### src/rtl/acq_readout_sequencer.sv
// Read-side sequencer: arms capture, waits for stored data, then drains the
// storage byte stream into the UART under a valid/ready handshake.
module acq_readout_sequencer #(
    parameter logic [23:0] TIMEOUT_CYCLES = 24'd10_000_000,
    parameter logic [3:0]  SETTLE_CYCLES  = 4'd5,
    parameter logic [15:0] MAX_BYTES      = 16'd4100
) (
    input  logic        ReadClock,
    input  logic        Reset,
    input  logic        ArmCmd,
    input  logic        AbortCmd,
    input  logic        DataReady,
    input  logic [7:0]  DataByte,
    input  logic        TxReady,
    output logic        TriggerEnable,
    output logic        ReadEnable,
    output logic [7:0]  TxData,
    output logic        TxValid,
    output logic        Busy,
    output logic        DonePulse,
    output logic        TimeoutFlag,
    output logic        OverrunFlag,
    output logic [15:0] ByteCount,
    output logic [2:0]  DbgState
);

    typedef enum logic [2:0] {
        ST_IDLE    = 3'd0,
        ST_ARMED   = 3'd1,
        ST_SETTLE  = 3'd2,
        ST_PRESENT = 3'd3,
        ST_ADVANCE = 3'd4,
        ST_DONE    = 3'd5
    } state_t;

    // Handshake: a byte transfers on any cycle where TxValid and TxReady are
    // both high; TxValid/TxData hold stable until that cycle.

    state_t      r_state;
    logic [23:0] r_timeout;
    logic [3:0]  r_settle;
    logic        r_trigger_en;
    logic        r_read_en;
    logic [7:0]  r_tx_data;
    logic        r_tx_valid;
    logic        r_done;
    logic        r_timeout_flag;
    logic        r_overrun;
    logic [15:0] r_byte_count;

    logic        w_accept;
    logic [15:0] w_count_inc;
    logic [3:0]  w_settle_load;

    assign w_accept      = r_tx_valid & TxReady;
    assign w_count_inc   = (r_byte_count == 16'hFFFF) ? r_byte_count : r_byte_count + 16'd1;
    assign w_settle_load = SETTLE_CYCLES - 4'd1;

    always_ff @(posedge ReadClock) begin
        if (Reset) begin
            r_state        <= ST_IDLE;
            r_timeout      <= 24'd0;
            r_settle       <= 4'd0;
            r_trigger_en   <= 1'b0;
            r_read_en      <= 1'b0;
            r_tx_data      <= 8'd0;
            r_tx_valid     <= 1'b0;
            r_done         <= 1'b0;
            r_timeout_flag <= 1'b0;
            r_overrun      <= 1'b0;
            r_byte_count   <= 16'd0;
        end else begin
            r_read_en <= 1'b0;
            r_done    <= 1'b0;
            if ((r_state != ST_IDLE) && AbortCmd) begin
                // A byte the UART takes on the abort cycle is still counted.
                r_state      <= ST_IDLE;
                r_trigger_en <= 1'b0;
                r_tx_valid   <= 1'b0;
                if (w_accept) begin
                    r_byte_count <= w_count_inc;
                    if (w_count_inc > MAX_BYTES) begin
                        r_overrun <= 1'b1;
                    end
                end
            end else begin
                case (r_state)
                    ST_IDLE: begin
                        if (ArmCmd) begin
                            r_timeout_flag <= 1'b0;
                            r_overrun      <= 1'b0;
                            r_byte_count   <= 16'd0;
                            r_timeout      <= TIMEOUT_CYCLES;
                            r_trigger_en   <= 1'b1;
                            r_state        <= ST_ARMED;
                        end
                    end
                    ST_ARMED: begin
                        // DataReady is checked first so it wins over expiry.
                        if (DataReady) begin
                            r_trigger_en <= 1'b0;
                            r_settle     <= w_settle_load;
                            r_state      <= ST_SETTLE;
                        end else if (r_timeout <= 24'd1) begin
                            r_trigger_en   <= 1'b0;
                            r_timeout_flag <= 1'b1;
                            r_timeout      <= 24'd0;
                            r_state        <= ST_IDLE;
                        end else begin
                            r_timeout <= r_timeout - 24'd1;
                        end
                    end
                    ST_SETTLE: begin
                        if (r_settle != 4'd0) begin
                            r_settle <= r_settle - 4'd1;
                        end else if (DataReady) begin
                            r_tx_data  <= DataByte;
                            r_tx_valid <= 1'b1;
                            r_state    <= ST_PRESENT;
                        end else begin
                            r_done  <= 1'b1;
                            r_state <= ST_DONE;
                        end
                    end
                    ST_PRESENT: begin
                        if (w_accept) begin
                            r_tx_valid   <= 1'b0;
                            r_byte_count <= w_count_inc;
                            if (w_count_inc > MAX_BYTES) begin
                                r_overrun <= 1'b1;
                                r_state   <= ST_IDLE;
                            end else begin
                                r_read_en <= 1'b1;
                                r_state   <= ST_ADVANCE;
                            end
                        end
                    end
                    ST_ADVANCE: begin
                        r_settle <= w_settle_load;
                        r_state  <= ST_SETTLE;
                    end
                    ST_DONE: begin
                        r_state <= ST_IDLE;
                    end
                    default: begin
                        r_state <= ST_IDLE;
                    end
                endcase
            end
        end
    end

    assign TriggerEnable = r_trigger_en;
    assign ReadEnable    = r_read_en;
    assign TxData        = r_tx_data;
    assign TxValid       = r_tx_valid;
    assign Busy          = (r_state != ST_IDLE);
    assign DonePulse     = r_done;
    assign TimeoutFlag   = r_timeout_flag;
    assign OverrunFlag   = r_overrun;
    assign ByteCount     = r_byte_count;
    assign DbgState      = r_state;

endmodule

### config.mk
export PLATFORM = sky130hd
export DESIGN_NAME = acq_readout_sequencer
export DESIGN_NICKNAME = d
export VERILOG_FILES = /design/src/rtl/acq_readout_sequencer.sv
export SDC_FILE = /design/constraint.sdc
export NUM_CORES = 1
export LEC_CHECK = 0
export CELL_PAD_IN_SITES_DETAIL_PLACEMENT = 1
export CELL_PAD_IN_SITES_GLOBAL_PLACEMENT = 2
export CORE_MARGIN = 8
export CORE_UTILIZATION = 33
export CTS_CLUSTER_DIAMETER = 50
export DETAILED_ROUTE_END_ITERATION = 16
export DONT_BUFFER_PORTS = 1
export PLACE_DENSITY_LB_ADDON = 0.1
export SLEW_MARGIN = 20
export SYNTH_ARGS = -nofsm -noshare
export SYNTH_HDL_FRONTEND = slang
export SYNTH_SLANG_ARGS = --single-unit
### constraint.sdc
create_clock -name ReadClock -period 2.7 [get_ports ReadClock]
set_input_delay 0.27 -clock ReadClock [delete_from_list [all_inputs] [get_ports ReadClock]]
set_output_delay 0.27 -clock ReadClock [all_outputs]
set_load 0.02 [all_outputs]
==> report_table.html, run 1 <==
<table>
<tr><th>Metric</th><th>Value</th></tr>
<tr><th colspan="2">Place</th></tr>
<tr><td>Total of buffers placed on input and output ports</td><td>0</td></tr>
<tr><td>Post-detailed-placement half-perimeter wirelength</td><td>7876 um</td></tr>
<tr><td>RePlAce Congestion</td><td>slightly above 0.8</td></tr>
<tr><th colspan="2">Final layout</th></tr>
<tr><td>Layout area overhead</td><td>18.47%</td></tr>
<tr><td>Antenna cell count</td><td>0</td></tr>
<tr><td>Layout cells sized above 1</td><td>approximately 16%</td></tr>
<tr><td>Post-layout nets</td><td>471</td></tr>
<tr><th colspan="2">Min path</th></tr>
<tr><td>Kind of path behind the tightest hold check</td><td>in2reg</td></tr>
<tr><td>Worst hold path cell count</td><td>2</td></tr>
<tr><td>Worst hold path startpoint</td><td>DataByte[5]</td></tr>
<tr><td>Capture endpoint of the worst hold path</td><td>TxData[5]</td></tr>
<tr><th colspan="2">Logic synthesis</th></tr>
<tr><td>Number of library cell types mapped by synthesis</td><td>57</td></tr>
<tr><td>Synth top area share</td><td>36.64%</td></tr>
<tr><td>Most common library cells after synthesis</td><td>sky130_fd_sc_hd__nor2_1 (66), sky130_fd_sc_hd__dfxtp_1 (61), sky130_fd_sc_hd__nand2_1 (34), sky130_fd_sc_hd__a21oi_1 (29), sky130_fd_sc_hd__o21ai_0 (24)</td></tr>
<tr><td>Number of enable flip-flop cells after synthesis</td><td>0</td></tr>
<tr><td>Netlist Area Pre-Place</td><td>0.003333 mm2</td></tr>
<tr><td>Cell types occupying the most area after synthesis</td><td>sky130_fd_sc_hd__dfxtp_1 (37%), sky130_fd_sc_hd__nor2_1 (7.4%), sky130_fd_sc_hd__a21oi_1 (4.4%), sky130_fd_sc_hd__nand2_1 (3.8%), sky130_fd_sc_hd__o21ai_0 (3.6%)</td></tr>
<tr><td>Most used flip-flop cell after synthesis</td><td>sky130_fd_sc_hd__dfxtp_1</td></tr>
<tr><td>Total of flip-flops plus latches after synthesis</td><td>61</td></tr>
<tr><td>Net count after synthesis</td><td>between 400 and 500</td></tr>
<tr><td>Largest area contributor in the netlist</td><td>sky130_fd_sc_hd__dfxtp_1</td></tr>
<tr><td>Proportion of synthesized chip area in sequential cells</td><td>36.64%</td></tr>
<tr><td>Syn_area_per_cell</td><td>just under 8 um2</td></tr>
<tr><td>Number of warnings printed during yosys synthesis</td><td>0</td></tr>
<tr><td>Number of instances in the synthesized netlist</td><td>424</td></tr>
<tr><td>Fraction of synthesis flops using an asynchronous set or reset pin</td><td>0%</td></tr>
<tr><td>Most numerous cell in the Yosys netlist</td><td>sky130_fd_sc_hd__nor2_1</td></tr>
<tr><th colspan="2">Worst setup path</th></tr>
<tr><td>Capturing element type of the critical path</td><td>flop</td></tr>
<tr><td>Worst setup slack for register-to-register paths</td><td>roughly 90 ps</td></tr>
<tr><td>Worst endpoint data arrival time</td><td>2890 ps</td></tr>
<tr><td>Crit-path max FO</td><td>5</td></tr>
<tr><td>Worst Setup Start Kind</td><td>flop</td></tr>
<tr><td>Length in cells of the worst reg-to-reg path</td><td>7</td></tr>
<tr><td>WS Path Type</td><td>reg2reg</td></tr>
<tr><td>Reg2Reg Capture Point</td><td>r_timeout[20]</td></tr>
<tr><td>Reg-to-reg startpoint</td><td>r_timeout[5]</td></tr>
<tr><td>Endpoint required time on the critical path</td><td>2980 ps</td></tr>
<tr><th colspan="2">Clock tree</th></tr>
<tr><td>Worst-skew pair later-pin latency</td><td>340 ps</td></tr>
<tr><td>Clk Tree Root Cell</td><td>sky130_fd_sc_hd__clkbuf_8</td></tr>
<tr><td>Clk slew on worst S/H paths</td><td>70 ps</td></tr>
<tr><td>H-tree level count</td><td>3</td></tr>
<tr><td>Clock buffer count from CTS</td><td>9</td></tr>
<tr><td># clock sinks</td><td>61</td></tr>
<tr><td>Buffers from clock root to sink, at most</td><td>2</td></tr>
<tr><td>TritonCTS clock tree</td><td>done</td></tr>
<tr><th colspan="2">Timing</th></tr>
<tr><td>Number of pins with negative max-slew slack in the final report</td><td>0</td></tr>
<tr><td>Minimum clock period after layout</td><td>2608 ps</td></tr>
<tr><td>Clk_skew</td><td>13.39 ps</td></tr>
<tr><td>Post-route setup TNS</td><td>0 ps</td></tr>
<tr><td>Highest clock frequency the design can meet</td><td>0.3835 GHz</td></tr>
<tr><td>Final setup vio count</td><td>0</td></tr>
<tr><td>Hold Slack</td><td>about 73 ps</td></tr>
<tr><td>Final period util</td><td>96.58%</td></tr>
<tr><td>Endpoints failing hold</td><td>0</td></tr>
<tr><td>Max-Slew Margin vs Limit</td><td>between 50% and 60%</td></tr>
<tr><td>Slew @ Worst Pin</td><td>between 600 and 700 ps</td></tr>
<tr><th colspan="2">Route</th></tr>
<tr><td>Post-Route WL</td><td>10,990 um</td></tr>
<tr><td>Number of iterations in the first detailed-routing pass</td><td>4</td></tr>
<tr><td>Per-cell routed wire length</td><td>18.69 um</td></tr>
<tr><td>Residual antenna-violating net count after detailed routing</td><td>0</td></tr>
<tr><td>Via-to-Cell Ratio</td><td>~5.5</td></tr>
<tr><td>Via total after detailed routing</td><td>3,261</td></tr>
<tr><td>Total DRC errors in the routed layout</td><td>0</td></tr>
<tr><td>Detailed router's first-iteration violation count</td><td>roughly 180</td></tr>
<tr><th colspan="2">Die</th></tr>
<tr><td>Core Box Area</td><td>between 0.009 and 0.01 mm2</td></tr>
<tr><td>Die outline area</td><td>0.01357 mm2</td></tr>
<tr><td>Die X</td><td>roughly 120 um</td></tr>
<tr><td>Vertical die dimension</td><td>between 100 and 150 um</td></tr>
<tr><td>Total I/O pin count</td><td>48</td></tr>
<tr><td>Floorplan row count</td><td>36</td></tr>
<tr><td>Initial core utilization</td><td>about 34%</td></tr>
<tr><th colspan="2">Global routing</th></tr>
<tr><td>Wire length of the first global-routing pass</td><td>approximately 18,000 um</td></tr>
<tr><td>GRT overflow</td><td>0</td></tr>
<tr><td>Via count of the first global-routing pass</td><td>3,337</td></tr>
<tr><td>Total Routing Usage GR</td><td>16.82%</td></tr>
<tr><td>Initial antenna violation count</td><td>0</td></tr>
<tr><td>Maximum number of pins on one net before global-route repair</td><td>31</td></tr>
<tr><th colspan="2">Power and ir drop</th></tr>
<tr><td>Power per cell area</td><td>616.0 mW/mm2</td></tr>
<tr><td>Reported leakage power</td><td>1.485 nW</td></tr>
<tr><td>Maximum vdd ir drop</td><td>0.2294 mV</td></tr>
<tr><th colspan="2">Flow run</th></tr>
<tr><td>Count of maximum capacitance violations</td><td>0</td></tr>
<tr><th colspan="2">Run status</th></tr>
<tr><td>Outcome</td><td>finished, final reports clean</td></tr>
</table>
-- power breakdown --
part / internal, W / switching, W / leakage, nW
Combinational: 0.000250 / 0.000338 / 0.892
Clock: 0.000460 / 0.000352 / 0.0971
Sequential: 0.000958 / 0.0000741 / 0.496
Total: 0.00167 / 0.000765 / 1.48
-- critical path: stages (launching register included) --
cell                      delay, ps
sky130_fd_sc_hd__dfxtp_2        330
sky130_fd_sc_hd__or4_4          570
sky130_fd_sc_hd__nor4_4         330
sky130_fd_sc_hd__nand2_2         90
sky130_fd_sc_hd__or4_4          420
sky130_fd_sc_hd__or4_4          430
sky130_fd_sc_hd__a211o_1        280
sky130_fd_sc_hd__a21oi_2        100
-- per-stage QoR --
step	util, %	setup WS [ps]	std cells	instance area, um2	total power, W
2_1_floorplan	-	172.4	424	3333	0.001436
3_3_place_gp	37.52	126.0	569	3667	0.001576
3_5_place_dp	37.52	53.00	569	3667	0.001588
4_1_cts	39.84	32.49	585	3894	0.002429
5_1_grt	40.40	-8.031	588	3949	0.002591
6_report	40.40	92.44	588	3949	0.002432
-- sequential cells by signal, summed over array words and instances (netlist names) --
register,count
TriggerEnable,1
TimeoutFlag,1
DonePulse,1
DbgState,3
ByteCount,16
OverrunFlag,1
TxValid,1
TxData,8
r_settle,4
ReadEnable,1
r_timeout,24
-- timing repair --
item / 4_1_cts / 5_1_grt
setup buffers: 0 / 1
gates resized for setup: 0 / 8
hold buffers: 3 / 1
hold endpoints to repair: 31 / 1
endpoints found under the setup margin: 0 / 15
-- routing by layer --
layer	routed length [um]	GRT usage, %
met3	591	5.119
met2	5347	27.81
met1	4882	20.31
met5	0	0
met4	169	5.618
-- logic make-up after synthesis --
logic type	share of synthesized area [%]
simple gates	30.18
xor+xnor	4.467
flops	36.64
compound gates	19.67
mux	3.679
buf+inv	3.866
fa+ha+maj	1.502
-- cell type report --
cell class	instances	area, um2
sequential	61	1224
multi-input combinational	331	2018
fill	1186	5826
clock inverter	2	35.03
timing repair buffer	39	312.8
clock buffer	11	151.4
tap	133	166.4
inverter	11	41.29
-- worst max-delay path by stage --
stage | startpoint | end | slack [ps]
finish | r_timeout[5] | r_timeout[20] | 90
detailed placement | r_timeout[2] | r_timeout[17] | 50
global route | r_timeout[5] | r_timeout[20] | -8
global placement | r_timeout[2] | r_timeout[16] | 130
CTS | r_timeout[2] | r_timeout[17] | 30
floorplan | r_timeout[2] | r_timeout[17] | 170
-- cells in the final DEF (no fill, tap or decap), types with 3 or more instances in the layout --
master,count
sky130_fd_sc_hd__a211o_1,5
sky130_fd_sc_hd__a211oi_1,5
sky130_fd_sc_hd__a21oi_1,28
sky130_fd_sc_hd__a311oi_1,10
sky130_fd_sc_hd__a31oi_1,6
sky130_fd_sc_hd__and2_1,4
sky130_fd_sc_hd__and3_1,7
sky130_fd_sc_hd__buf_4,35
sky130_fd_sc_hd__clkbuf_8,11
sky130_fd_sc_hd__dfxtp_1,59
sky130_fd_sc_hd__dlygate4sd3_1,3
sky130_fd_sc_hd__ha_1,4
sky130_fd_sc_hd__inv_1,11
sky130_fd_sc_hd__mux2i_1,10
sky130_fd_sc_hd__nand2_1,34
sky130_fd_sc_hd__nand2b_1,4
sky130_fd_sc_hd__nand3_1,9
sky130_fd_sc_hd__nand3b_1,5
sky130_fd_sc_hd__nand4_1,6
sky130_fd_sc_hd__nand4b_1,4
sky130_fd_sc_hd__nor2_1,66
sky130_fd_sc_hd__nor3_1,20
sky130_fd_sc_hd__nor4_1,8
sky130_fd_sc_hd__o21a_1,3
sky130_fd_sc_hd__o21ai_0,24
sky130_fd_sc_hd__or2_2,3
sky130_fd_sc_hd__or3_1,5
sky130_fd_sc_hd__or4_4,4
sky130_fd_sc_hd__xnor2_1,10
sky130_fd_sc_hd__xor2_1,7
No activity file was read; power rests on OpenSTA's default activity.
==> run 2: changes to the inputs <==
--- a/config.mk
+++ b/config.mk
@@ -13,6 +13,7 @@
 export DETAILED_ROUTE_END_ITERATION = 16
 export DONT_BUFFER_PORTS = 1
 export PLACE_DENSITY_LB_ADDON = 0.1
+export SKIP_CTS_REPAIR_TIMING = 1
 export SLEW_MARGIN = 20
 export SYNTH_ARGS = -nofsm -noshare
 export SYNTH_HDL_FRONTEND = slang
==> report_table.html, run 2 (synthesized netlist as in run 1, its figures left out) <==
<table>
<tr><th>Metric</th><th>Value</th></tr>
<tr><th colspan="2">Die</th></tr>
<tr><td>Floorplan row count</td><td>36 (unchanged)</td></tr>
<tr><td>Total I/O pin count</td><td>48 (unchanged)</td></tr>
<tr><td>Initial core utilization</td><td>34.10% (unchanged)</td></tr>
<tr><td>Die outline area</td><td>0.01357 mm2 (unchanged)</td></tr>
<tr><td>Core Box Area</td><td>0.009774 mm2 (unchanged)</td></tr>
<tr><td>Die X</td><td>116.5 um (unchanged)</td></tr>
<tr><td>Vertical die dimension</td><td>116.5 um (unchanged)</td></tr>
<tr><th colspan="2">Worst setup path</th></tr>
<tr><td>Capturing element type of the critical path</td><td>flop</td></tr>
<tr><td>Reg-to-reg startpoint</td><td>r_timeout[5]</td></tr>
<tr><td>Worst endpoint data arrival time</td><td>2890 ps (about the same)</td></tr>
<tr><td>Crit-path max FO</td><td>5 (unchanged)</td></tr>
<tr><td>Endpoint required time on the critical path</td><td>2980 ps (about the same)</td></tr>
<tr><td>Length in cells of the worst reg-to-reg path</td><td>7 (unchanged)</td></tr>
<tr><td>WS Path Type</td><td>reg2reg</td></tr>
<tr><td>Reg2Reg Capture Point</td><td>r_timeout[20]</td></tr>
<tr><td>Worst Setup Start Kind</td><td>flop</td></tr>
<tr><td>Worst setup slack for register-to-register paths</td><td>100 ps (about the same)</td></tr>
<tr><th colspan="2">Timing</th></tr>
<tr><td>Post-route setup TNS</td><td>0 ps (unchanged)</td></tr>
<tr><td>Highest clock frequency the design can meet</td><td>0.3841 GHz (+0.15%)</td></tr>
<tr><td>Minimum clock period after layout</td><td>2604 ps (-3.924 ps)</td></tr>
<tr><td>Final setup vio count</td><td>0 (unchanged)</td></tr>
<tr><td>Clk_skew</td><td>13.56 ps (+0.1754 ps)</td></tr>
<tr><td>Endpoints failing hold</td><td>0 (unchanged)</td></tr>
<tr><td>Number of pins with negative max-slew slack in the final report</td><td>0 (unchanged)</td></tr>
<tr><td>Max-Slew Margin vs Limit</td><td>55.58% (+1.1 points)</td></tr>
<tr><td>Final period util</td><td>96.43% (-0.15 points)</td></tr>
<tr><td>Slew @ Worst Pin</td><td>659.3 ps (-15.80 ps)</td></tr>
<tr><th colspan="2">Route</th></tr>
<tr><td>Number of iterations in the first detailed-routing pass</td><td>4 (unchanged)</td></tr>
<tr><td>Residual antenna-violating net count after detailed routing</td><td>0 (unchanged)</td></tr>
<tr><td>Via total after detailed routing</td><td>3,250 (-0.34%)</td></tr>
<tr><td>Post-Route WL</td><td>10,960 um (-0.31%)</td></tr>
<tr><td>Total DRC errors in the routed layout</td><td>0 (unchanged)</td></tr>
<tr><td>Detailed router's first-iteration violation count</td><td>160 (-12%)</td></tr>
<tr><td>Via-to-Cell Ratio</td><td>5.537 (-0.17%)</td></tr>
<tr><td>Per-cell routed wire length</td><td>18.66 um (-0.14%)</td></tr>
<tr><th colspan="2">Power and ir drop</th></tr>
<tr><td>Maximum vdd ir drop</td><td>0.2291 mV (-0.13%)</td></tr>
<tr><td>Power per cell area</td><td>617.2 mW/mm2 (+0.21%)</td></tr>
<tr><td>Reported leakage power</td><td>1.481 nW (-0.28%)</td></tr>
<tr><th colspan="2">Min path</th></tr>
<tr><td>Kind of path behind the tightest hold check</td><td>in2reg</td></tr>
<tr><td>Worst hold path cell count</td><td>2 (unchanged)</td></tr>
<tr><td>Capture endpoint of the worst hold path</td><td>TxData[5]</td></tr>
<tr><td>Worst hold path startpoint</td><td>DataByte[5]</td></tr>
<tr><th colspan="2">Clock tree</th></tr>
<tr><td>H-tree level count</td><td>3 (unchanged)</td></tr>
<tr><td>TritonCTS clock tree</td><td>done</td></tr>
<tr><td>Worst-skew pair later-pin latency</td><td>350 ps (about the same)</td></tr>
<tr><td>Clock buffer count from CTS</td><td>9 (unchanged)</td></tr>
<tr><td>Clk slew on worst S/H paths</td><td>70 ps (about the same)</td></tr>
<tr><td># clock sinks</td><td>61 (unchanged)</td></tr>
<tr><td>Clk Tree Root Cell</td><td>sky130_fd_sc_hd__clkbuf_8</td></tr>
<tr><td>Buffers from clock root to sink, at most</td><td>2 (unchanged)</td></tr>
<tr><th colspan="2">Final layout</th></tr>
<tr><td>Fin area</td><td>0.003939 mm2 (-0.25%)</td></tr>
<tr><td>Final core utilization</td><td>40.30% (-0.10 points)</td></tr>
<tr><td>Leading cell type in the layout, fill and taps excluded</td><td>sky130_fd_sc_hd__nor2_1</td></tr>
<tr><td>Register with the most flip-flops</td><td>r_timeout</td></tr>
<tr><td>Layout area overhead</td><td>18.17%</td></tr>
<tr><td>Post-layout nets</td><td>470 (-0.21%)</td></tr>
<tr><td>Highest-count cells in the layout ignoring fill and taps</td><td>sky130_fd_sc_hd__nor2_1 (66), sky130_fd_sc_hd__dfxtp_1 (59), sky130_fd_sc_hd__buf_4 (35)</td></tr>
<tr><td>Number of flip-flops in the largest register</td><td>24 (unchanged)</td></tr>
<tr><td>Antenna cell count</td><td>0 (unchanged)</td></tr>
<tr><td>Layout cells sized above 1</td><td>15.64% (+0.034 points)</td></tr>
<tr><th colspan="2">Global routing</th></tr>
<tr><td>Wire length of the first global-routing pass</td><td>17,390 um (-1.6%)</td></tr>
<tr><td>Total Routing Usage GR</td><td>16.47% (-0.35 points)</td></tr>
<tr><td>Initial antenna violation count</td><td>0 (unchanged)</td></tr>
<tr><td>Maximum number of pins on one net before global-route repair</td><td>38 (+23%)</td></tr>
<tr><td>Via count of the first global-routing pass</td><td>3,349 (+0.36%)</td></tr>
<tr><td>GRT overflow</td><td>0 (unchanged)</td></tr>
<tr><th colspan="2">Place</th></tr>
<tr><td>RePlAce Congestion</td><td>0.8070 (unchanged)</td></tr>
<tr><td>Total of buffers placed on input and output ports</td><td>0 (unchanged)</td></tr>
<tr><td>Post-detailed-placement half-perimeter wirelength</td><td>7876 um (unchanged)</td></tr>
<tr><td>Total cell area at the placement stage</td><td>0.003667 mm2 (unchanged)</td></tr>
<tr><th colspan="2">Run status</th></tr>
<tr><td>Outcome</td><td>finished, final reports clean</td></tr>
<tr><th colspan="2">Flow run</th></tr>
<tr><td>Count of maximum capacitance violations</td><td>0 (unchanged)</td></tr>
</table>
[run 2: changes by cell type in the layout (fill, tap and decap cells not counted), sizes merged]
cell	delta
dlygate4sd3	-1
[run 2: layer usage]
layer / track usage, % / part of all wire [%] / routed length [um] / vias up
li1: - / - / - / 1591
met1: 19.45 / 44 / 4870 / 1588
met2: 27.66 / 49 / 5362 / 58
met3: 5.119 / 5.0 / 551 / 13
met4: 5.618 / 1.6 / 171 / 0
met5: 0 / 0 / 0 / -
[run 2: worst max path at each step]
stage | slack [ps] | startpoint | to | cells past startpoint
final | 100 | r_timeout[5] | r_timeout[20] | 7
after global routing | -8 | r_timeout[5] | r_timeout[20] | 7
after CTS | 30 | r_timeout[2] | r_timeout[17] | 7
after detailed placement | 50 | r_timeout[2] | r_timeout[17] | 7
after global placement | 130 | r_timeout[2] | r_timeout[16] | 7
after floorplan | 170 | r_timeout[2] | r_timeout[17] | 9
[run 2: critical path, cell delays in order (launching register included)]
cell and delay (ps):
sky130_fd_sc_hd__dfxtp_2 330, sky130_fd_sc_hd__or4_4 570, sky130_fd_sc_hd__nor4_4 330, sky130_fd_sc_hd__nand2_2 90
sky130_fd_sc_hd__or4_4 420, sky130_fd_sc_hd__or4_4 430, sky130_fd_sc_hd__a211o_1 280, sky130_fd_sc_hd__a21oi_2 100
[run 2: cell type report]
type	instances	area, um2
Inverter	11	41.29
Clock buffer	11	151.4
Tap cell	133	166.4
Fill cell	1185	5836
Timing Repair Buffer	38	302.8
Clock inverter	2	35.03
Multi-Input combinational cell	331	2018
Sequential cell	61	1224
[run 2: per-stage QoR]
step | setup WS [ps] | total power [W] | hold WS, ps | instances
global placement | 126.0 | 0.001576 | 345.0 | 569
global route | -8.031 | 0.002589 | 62.25 | 587
finish | 96.37 | 0.002431 | 73.52 | 587
CTS | 32.49 | 0.002414 | -28.25 | 582
detailed placement | 53.00 | 0.001588 | 346.5 | 569
floorplan | 172.4 | 0.001436 | 413.9 | 424
[run 2: where the power goes]
group	switching, W	leakage (nW)	internal, W
clock	0.000352	0.0971	0.000460
sequential	0.0000738	0.496	0.000958
combinational	0.000338	0.887	0.000249
